### src/rtl/spi_pkg.sv
`default_nettype none
// ============================================================================
// Module      : spi_pkg
// Description : Shared types and constants for the SPI burst master.
// Revision    : 1.0 - initial release
// ============================================================================
package spi_pkg;

    localparam int FRAME_BITS       = 8;
    localparam int DEF_DATA_WIDTH   = 32;
    localparam int DEF_N            = 2;

    typedef enum logic [2:0] {
        ST_IDLE      = 3'd0,
        ST_LOAD      = 3'd1,
        ST_SHIFT     = 3'd2,
        ST_WRITEBACK = 3'd3,
        ST_DONE      = 3'd4
    } state_e;

endpackage
`default_nettype wire

### src/rtl/module_spi_clk_gen.sv
`default_nettype none
// ============================================================================
// Module      : module_spi_clk_gen
// Description : SCLK half-period divider for one 8-bit frame. Produces the
//               SCLK level plus rise/fall strobes that fire in the cycle
//               before the level changes, and a flag on the final fall.
// Revision    : 1.0 - initial release
// ============================================================================
module module_spi_clk_gen
    import spi_pkg::*;
#(
    parameter int CLK_DIV = 2
) (
    input  logic clk_i,
    input  logic rst_i,
    input  logic en_i,
    output logic sclk_o,
    output logic rise_o,
    output logic fall_o,
    output logic last_o
);

    localparam int CW = (CLK_DIV > 1) ? $clog2(CLK_DIV) : 1;
    localparam int HW = $clog2(2 * FRAME_BITS);

    logic [CW-1:0] cnt_q, cnt_d;
    logic [HW-1:0] half_q, half_d;
    logic          sclk_q, sclk_d;
    logic          tick;

    assign tick   = (cnt_q == CW'(CLK_DIV - 1));
    assign sclk_o = sclk_q;
    assign rise_o = en_i & tick & ~sclk_q;
    assign fall_o = en_i & tick & sclk_q;
    assign last_o = fall_o & (half_q == HW'(2 * FRAME_BITS - 1));

    // Divider: count CLK_DIV cycles per half period; idle low when disabled.
    always_comb begin
        cnt_d  = cnt_q;
        half_d = half_q;
        sclk_d = sclk_q;
        if (!en_i) begin
            cnt_d  = '0;
            half_d = '0;
            sclk_d = 1'b0;
        end else if (tick) begin
            cnt_d  = '0;
            half_d = half_q + 1'b1;
            sclk_d = ~sclk_q;
        end else begin
            cnt_d  = cnt_q + 1'b1;
        end
    end

    // Divider state registers.
    always_ff @(posedge clk_i) begin
        if (rst_i) begin
            cnt_q  <= '0;
            half_q <= '0;
            sclk_q <= 1'b0;
        end else begin
            cnt_q  <= cnt_d;
            half_q <= half_d;
            sclk_q <= sclk_d;
        end
    end

endmodule
`default_nettype wire

### src/rtl/module_spi_master_ctrl.sv
`default_nettype none
// ============================================================================
// Module      : module_spi_master_ctrl
// Description : SPI mode-0 burst master. Reads words 0..n_tx from a register
//               file, shifts the low byte out MSB first, and writes the
//               received byte back to the same address.
// Revision    : 1.0 - initial release
// ============================================================================
module module_spi_master_ctrl
    import spi_pkg::*;
#(
    parameter int N          = DEF_N,
    parameter int DATA_WIDTH = DEF_DATA_WIDTH,
    parameter int CLK_DIV    = 2
) (
    input  logic                  clk_i,
    input  logic                  rst_i,
    input  logic                  start_i,
    input  logic [N-1:0]          n_tx_i,
    input  logic [DATA_WIDTH-1:0] data_i,
    output logic [N-1:0]          addr_o,
    output logic                  wr_o,
    output logic [DATA_WIDTH-1:0] data_o,
    output logic                  hold_ctrl_o,
    output logic                  busy_o,
    output logic                  done_o,
    output logic                  sclk_o,
    output logic                  mosi_o,
    input  logic                  miso_i,
    output logic                  cs_n_o
);

    state_e                  state_q, state_d;
    logic [N-1:0]            addr_q, addr_d;
    logic [N-1:0]            ntx_q, ntx_d;
    logic [FRAME_BITS-1:0]   tx_q, tx_d;
    logic [FRAME_BITS-1:0]   rx_q, rx_d;
    logic [DATA_WIDTH-1:0]   data_q, data_d;
    logic                    sck_rise, sck_fall, sck_last, sck_en;
    logic                    active;

    generate
        if (DATA_WIDTH > FRAME_BITS) begin : g_unused_hi
            logic unused_data_hi;
            assign unused_data_hi = ^data_i[DATA_WIDTH-1:FRAME_BITS];
        end
    endgenerate

    assign sck_en = (state_q == ST_SHIFT);

    module_spi_clk_gen #(
        .CLK_DIV (CLK_DIV)
    ) u_clk_gen (
        .clk_i   (clk_i),
        .rst_i   (rst_i),
        .en_i    (sck_en),
        .sclk_o  (sclk_o),
        .rise_o  (sck_rise),
        .fall_o  (sck_fall),
        .last_o  (sck_last)
    );

    // Chip select and busy cover every word; the DONE cycle already releases them.
    assign active      = (state_q == ST_LOAD) || (state_q == ST_SHIFT) ||
                         (state_q == ST_WRITEBACK);
    assign busy_o      = active;
    assign hold_ctrl_o = active;
    assign cs_n_o      = ~active;
    assign wr_o        = (state_q == ST_WRITEBACK);
    assign done_o      = (state_q == ST_DONE);
    assign mosi_o      = sck_en & tx_q[FRAME_BITS-1];
    assign addr_o      = addr_q;
    assign data_o      = data_q;

    // Next-state and datapath: one byte per word, write-back, then next address.
    always_comb begin
        state_d = state_q;
        addr_d  = addr_q;
        ntx_d   = ntx_q;
        tx_d    = tx_q;
        rx_d    = rx_q;
        data_d  = data_q;
        case (state_q)
            ST_IDLE: begin
                if (start_i) begin
                    ntx_d   = n_tx_i;
                    addr_d  = '0;
                    state_d = ST_LOAD;
                end
            end
            ST_LOAD: begin
                tx_d    = data_i[FRAME_BITS-1:0];
                rx_d    = '0;
                state_d = ST_SHIFT;
            end
            ST_SHIFT: begin
                if (sck_rise) begin
                    rx_d = {rx_q[FRAME_BITS-2:0], miso_i};
                end
                if (sck_fall) begin
                    tx_d = {tx_q[FRAME_BITS-2:0], 1'b0};
                end
                // The final edge is a fall, so RX is complete here.
                if (sck_last) begin
                    data_d  = DATA_WIDTH'(rx_q);
                    state_d = ST_WRITEBACK;
                end
            end
            ST_WRITEBACK: begin
                if (addr_q == ntx_q) begin
                    state_d = ST_DONE;
                end else begin
                    addr_d  = addr_q + 1'b1;
                    state_d = ST_LOAD;
                end
            end
            ST_DONE: begin
                state_d = ST_IDLE;
            end
            default: begin
                state_d = ST_IDLE;
            end
        endcase
    end

    // State and datapath registers.
    always_ff @(posedge clk_i) begin
        if (rst_i) begin
            state_q <= ST_IDLE;
            addr_q  <= '0;
            ntx_q   <= '0;
            tx_q    <= '0;
            rx_q    <= '0;
            data_q  <= '0;
        end else begin
            state_q <= state_d;
            addr_q  <= addr_d;
            ntx_q   <= ntx_d;
            tx_q    <= tx_d;
            rx_q    <= rx_d;
            data_q  <= data_d;
        end
    end

endmodule
`default_nettype wire

### config.mk
export PLATFORM = sky130hd
export DESIGN_NAME = module_spi_master_ctrl
export DESIGN_NICKNAME = d
export VERILOG_FILES = /design/src/rtl/spi_pkg.sv /design/src/rtl/module_spi_clk_gen.sv /design/src/rtl/module_spi_master_ctrl.sv
export SDC_FILE = /design/constraint.sdc
export NUM_CORES = 1
export LEC_CHECK = 0
export CORE_MARGIN = 2
export CORE_UTILIZATION = 46
export CTS_CLUSTER_SIZE = 12
export DETAILED_ROUTE_END_ITERATION = 6
export PLACE_DENSITY = 0.94
export SLEW_MARGIN = 0
export SYNTH_ARGS = -nofsm -noshare
export SYNTH_HDL_FRONTEND = slang
export SYNTH_SLANG_ARGS = --single-unit
### constraint.sdc
create_clock -name clk_i -period 3.1 [get_ports clk_i]
set_clock_uncertainty 0.15 [all_clocks]
set_input_delay 0.62 -clock clk_i [delete_from_list [all_inputs] [get_ports clk_i]]
set_output_delay 0.62 -clock clk_i [all_outputs]
set_load 0.005 [all_outputs]
==> run metrics, run 1 <==
Synth Instances=between 200 and 250; Cell Chain, Critical Path=nand3b_2, inv_1, clkdlybuf4s50_1; Yosys warning count=0; H-tree Lvls=2; VDD IR-drop max=0.3472 mV; gr ovfl total=0; Slew HR=56.19%; PortBufs=30; P_leak=0.0008001 uW; Initial Utilization=47.29%; setup_tns=0 ns; n_diodes=0; fin crit period=2.613 ns; PostCTS Resize Cnt=0; GPL Wtd Cong=between 0.8 and 0.9; fmax=0.3827 GHz; largest net degree at the start of global routing=38; count of pins over their slew limit=0; Layout Nets=about 270; most frequent cells in the layout=dfxtp_1, clkdlybuf4s50_1, nand2_1, conb_1, nor2_1; row count=23; Area Growth Syn to Fin=14.83%; clock root cell=clkbuf_8; first-pass GRT wire length=~5300 microns; Multi-input gate area=around 920 sq um; Switch Pwr=approximately 300 uW; clock buffer depth=2; worst-margin pin slew=0.6563 ns; Comb power frac=18.3%; Hold Crit Start=rx_q[7]; # DRC=0; vias after detailed routing=1418; status=finished clean; TritonRoute pass-1 iters=4; fin cells=between 200 and 300; CTS tree=done; Worst Path Arrival=1.84 ns; die area=about 4600 sq um; TritonCTS Buffers=5; slowest cell delay on critical path=0.74 ns; post-CTS setup buffers=0; detailed placement HPWL=2214 microns; die height=67.66 microns; drt total wl=3219 microns; commonest non-fill, non-tap cell in the layout=dfxtp_1; antenna violations before repair=0; Final Instance Area=2141 sq um; Data required, critical path=around 2.3 ns; CP startpoint=state_q[2]; Cell Pwr Density=488.4 nW/um^2; P_int=749.3 uW; Avg Inst Size Synth=8.963 sq um; post-route ant nets=0; layout cells sized above 1=8.974%; unrepaired setup endpoints after global routing=no; total power=roughly 1000 uW; Max-cap violations=0; Die X=67.66 microns; Synth cell types=39; Yosys reg bits=37; Final Hold Viols=0; sequential cell area=740.7 sq um; io pins=79; Filler cells=375; Clock power frac=30.5%; Sw Ratio=roughly 28%; vias in the first global route=1188; sequential area share after synthesis=39.73%; DP Cell Count=276; Setup crit end kind=primary output; core box area=3943 sq um; hold_buf cts=0; clock latency on the worst-skew pair=between 0.2 and 0.3 ns; TritonCTS Sinks=37; routed len/inst=11.33 microns; Mapped Area=1864 sq um; crit share post-route=between 80% and 90%; DR vias/cell=approximately 5; Slowest-stage cell, CP=dfxtp_1; hold slack=0.3269 ns; critical path type=reg2out; Clock transition at path regs=approximately 0.070 ns; hold crit path type=reg2reg; worst-path maximum fanout=15; global-route usage over all layers=15.64%; Setup Viol. Count Final=0; initial DRC count=61; Reg2Reg Launch Point=u_clk_gen.cnt_q; Flop pwr share=about half; CP Launch Type=flop; DP Area=2058 sq um
-- path summary, 6_finish.rpt --
kind,endpoint,slack [ns],cells after the start
worst max-delay path,wr_o,0.49,3
worst min-delay path,rx_q[7],0.33,2
worst max register to register,state_q[0],0.93,5
worst min register to register,rx_q[7],0.33,2
-- logic make-up after synthesis --
kind of cell             count (synthesis)  share of synthesized area [%]
other                                    1                         0.2011
buffers and inverters                   42                          15.70
AND/OR/NAND/NOR                         83                          24.50
XOR/XNOR                                 7                          3.289
adder cells (fa/ha/maj)                  1                         0.6710
multiplexers                            11                          5.906
AO/OA/AOI/OAI                           26                          10.00
flip-flops                              37                          39.73
-- routing by layer --
layer / global-route usage [%] / wire (microns)
met1: 20.00 / 1472
met2: 23.04 / 1452
met3: 7.833 / 247
met4: 4.592 / 46
met5: 0 / 0
-- power groups by stage --
stage	combinational [uW]	sequential (uW)	clock, uW
after CTS	192	535	330
after detailed placement	191	545	0
after global placement	188	544	0
final	192	535	319
after global routing	220	539	353
after floorplan	193	523	0
-- cells in the mapped netlist --
cell	count	area [sq um]
nand4bb_1	1	11.26
inv_1	4	15.01
buf_4	27	202.7
or2_2	1	6.260
or3b_1	1	8.760
and2_1	2	12.51
nand2b_2	1	8.760
nand2_1	26	97.59
or3_1	1	6.260
xnor2_1	3	26.28
clkbuf_1	4	15.01
ha_1	1	12.51
nand3_1	8	40.04
xor2_1	4	35.03
nor3_1	8	40.04
nor4_2	1	12.51
nor3b_2	1	12.51
a311oi_1	7	61.31
nand4_1	2	12.51
or4_1	1	7.510
dfxtp_1	37	740.7
nand3b_1	1	7.510
a21o_1	1	7.510
buf_2	3	15.01
nor4_1	1	6.260
a2111oi_2	1	15.01
a21oi_4	1	16.27
nor4b_2	2	30.03
o21ai_0	2	10.01
nor2_1	22	82.58
o211ai_1	2	15.01
mux2i_1	11	110.1
a21oi_1	11	55.05
a31oi_1	1	6.260
nand4b_4	1	23.77
nor3b_4	1	18.77
nand3b_2	1	11.26
buf_6	4	45.04
conb_1	1	3.750
-- registers in the layout (all words and copies together), names as in the netlist --
signal            flops
u_clk_gen.sclk_o      1
tx_q                  8
rx_q                  8
ntx_q                 2
data_o                8
addr_o                2
u_clk_gen.half_q      4
state_q               3
u_clk_gen.cnt_q       1
-- critical path, delay by kind of cell, from the launching register on --
kind	cells	cell delay, ns
simple gates	1	0.28
buf+inv	2	0.52
flops	1	0.74
-- area by class of cell --
class,count,area share [%]
inverters,4,0.7013
multi-input cells,152,42.84
repair buffers,33,15.08
clock inverters,2,0.4676
well taps,50,2.922
clock buffers,6,3.390
flip-flops and latches,37,34.60
-- through the flow --
stage               setup WS, ns  utilization, %
CTS                       0.4808           54.30
global route              0.3871           54.30
global placement          0.8352           52.21
finish                    0.4867           54.30
detailed placement        0.8073           52.21
floorplan                  1.265               -
Power figures use the tool's default switching activity.
==> inputs of run 2 (changes only) <==
- CORE_UTILIZATION: 46 -> 42
- PLACE_DENSITY: 0.94 -> 0.87
- clock period: 3.1 -> 2.7 ns (I/O delays scaled with it)
==> run 2 against run 1 <==
Clock power increased by 8.2%. Global-route usage decreased by 2.2 points. Routed wire length increased by 3.8%. Flip-flop and latch count unchanged. Power increased by 13%. Die area increased by 9.0%. Count of clock-buffer cells in the layout decreased by 1.
==> run metrics, run 2 (synthesis results as in run 1) <==
layout cells sized above 1=9.402% (+0.43 points); fin crit period=2.524 ns; core box area=4324 sq um (+9.7%); detailed placement HPWL=2321 microns (+4.8%); Setup crit end kind=primary output; final worst slack=0.1760 ns (-0.3107 ns); Data required, critical path=2.01 ns (-0.32 ns); crit share post-route=93.48%; count of pins over their slew limit=0 (unchanged); Die X=70.63 microns (+4.4%); TritonCTS Buffers=5 (unchanged); Reg-to-Reg End=rx_q[7]; Setup WS pre-CTS=0.4845 ns (-0.3229 ns); antenna violations before repair=0 (unchanged); setup_tns=0 ns (unchanged); Final Hold Viols=0 (unchanged); hold path depth=2 (unchanged); Setup Viol. Count Final=0 (unchanged); status=finished clean; Reg2Reg Launch Point=state_q[2]; critical path type=reg2out; DR vias/cell=4.899 (-1.9%); Cell Pwr Density=550.1 nW/um^2 (+13%); Initial Utilization=43.11% (-4.2 points); drt total wl=3340 microns (+3.8%); routed len/inst=11.68 microns (+3.0%); Multi-input gate area=917.1 sq um (unchanged); PortBufs=30 (unchanged); post-route ant nets=0 (unchanged); unrepaired setup endpoints after global routing=no; fmax=a little under 0.4 GHz; TritonRoute pass-1 iters=4 (unchanged); worst-path maximum fanout=11 (-4); Layout Nets=274 (+0.74%); TritonCTS Sinks=37 (unchanged); row count=24 (+4.3%); # DRC=0 (unchanged); global-route usage over all layers=13.46% (-2.2 points); H-tree Lvls=2 (unchanged); r2r worst-path depth=5 (unchanged); post-CTS setup buffers=0 (unchanged); GPL Wtd Cong=0.7666 (-4.7%); Slew HR=62.28% (+6.1 points); commonest non-fill, non-tap cell in the layout=dfxtp_1; gr ovfl total=0 (unchanged); P_leak=0.0008059 uW (+0.73%); Worst Path Arrival=1.83 ns (about the same); initial DRC count=45 (-26%); VDD IR-drop max=0.3250 mV (-6.4%); PostCTS Resize Cnt=0 (unchanged); most frequent cells in the layout=dfxtp_1, clkdlybuf4s50_1, nand2_1, conb_1, nor2_1; die height=70.63 microns (+4.4%); total power=1182 uW (+13%); clock latency on the worst-skew pair=0.29 ns (about the same); clock buffer depth=2 (unchanged); hold_buf cts=0 (unchanged); vias after detailed routing=1401 (-1.2%); flop2flop setup slack=0.73 ns (-0.20 ns); hold crit path type=reg2reg; vias in the first global route=1253 (+5.5%); Filler cells=431 (+15%); clock root cell=clkbuf_8; sequential cell area=740.7 sq um (unchanged); CP startpoint=state_q[1]; first-pass GRT wire length=5347 microns (+1.4%); worst-margin pin slew=0.5650 ns (-0.09127 ns); n_diodes=0 (unchanged); Clock transition at path regs=0.06 ns (about the same); CP Capture Point=mosi_o; Max-cap violations=0 (unchanged); CTS tree=done; die area=4988 sq um (+9.0%); largest net degree at the start of global routing=38 (unchanged); CP Launch Type=flop; io pins=79 (unchanged); Final Instance Area=2150 sq um (+0.41%); DP Area=2076 sq um (+0.85%); Area Growth Syn to Fin=15.30%
run 2: changes by cell type in the layout (fill, tap and decap cells not counted):
cell      previous run  this run
clkinv_2             2         1
clkbuf_1             1         0
buf_4                3         5
run 2: critical path: stages (launching register included):
cell             delay (ns)
dfxtp_1                0.61
nor3b_4                0.30
and2_1                 0.15
clkdlybuf4s50_1        0.49
run 2: worst min-delay path by stage:
stage	startpoint	end	slack, ns
detailed placement	rx_q[1]	rx_q[1]	0.32
floorplan	rx_q[0]	rx_q[0]	0.29
finish	rx_q[3]	rx_q[3]	0.32
global placement	rx_q[0]	rx_q[0]	0.31
global route	tx_q[4]	tx_q[5]	0.36
CTS	rx_q[1]	rx_q[1]	0.33
run 2: cell type report:
class	count	share of cell area (%)
clock buffer	5	3.201
clock inverter	1	0.2328
inverter	4	0.6985
multi-input combinational	152	42.67
sequential	37	34.46
tap	52	3.027
timing repair buffer	35	15.72
run 2: per-stage QoR:
step | hold slack, ns | cells | utilization (%)
after floorplan | 0.2948 | 231 | -
after global placement | 0.3059 | 280 | 48.00
after detailed placement | 0.3186 | 280 | 48.00
after CTS | 0.3288 | 286 | 49.71
after global routing | 0.3554 | 286 | 49.71
final | 0.3231 | 286 | 49.71
run 2: per-layer routing:
layer | track usage, % | routed length, microns
met5 | 0 | 0
met4 | 6.918 | 56
met3 | 3.704 | 148
met2 | 21.91 | 1578
met1 | 16.36 | 1557
run 2: report_power, final:
| part | switching [uW] | total, uW | internal [uW] |
|---|---|---|---|
| sequential | 39.5 | 614 | 575 |
| clock | 176 | 345 | 169 |
| combinational | 115 | 223 | 108 |
| total | 330 | 1180 | 852 |
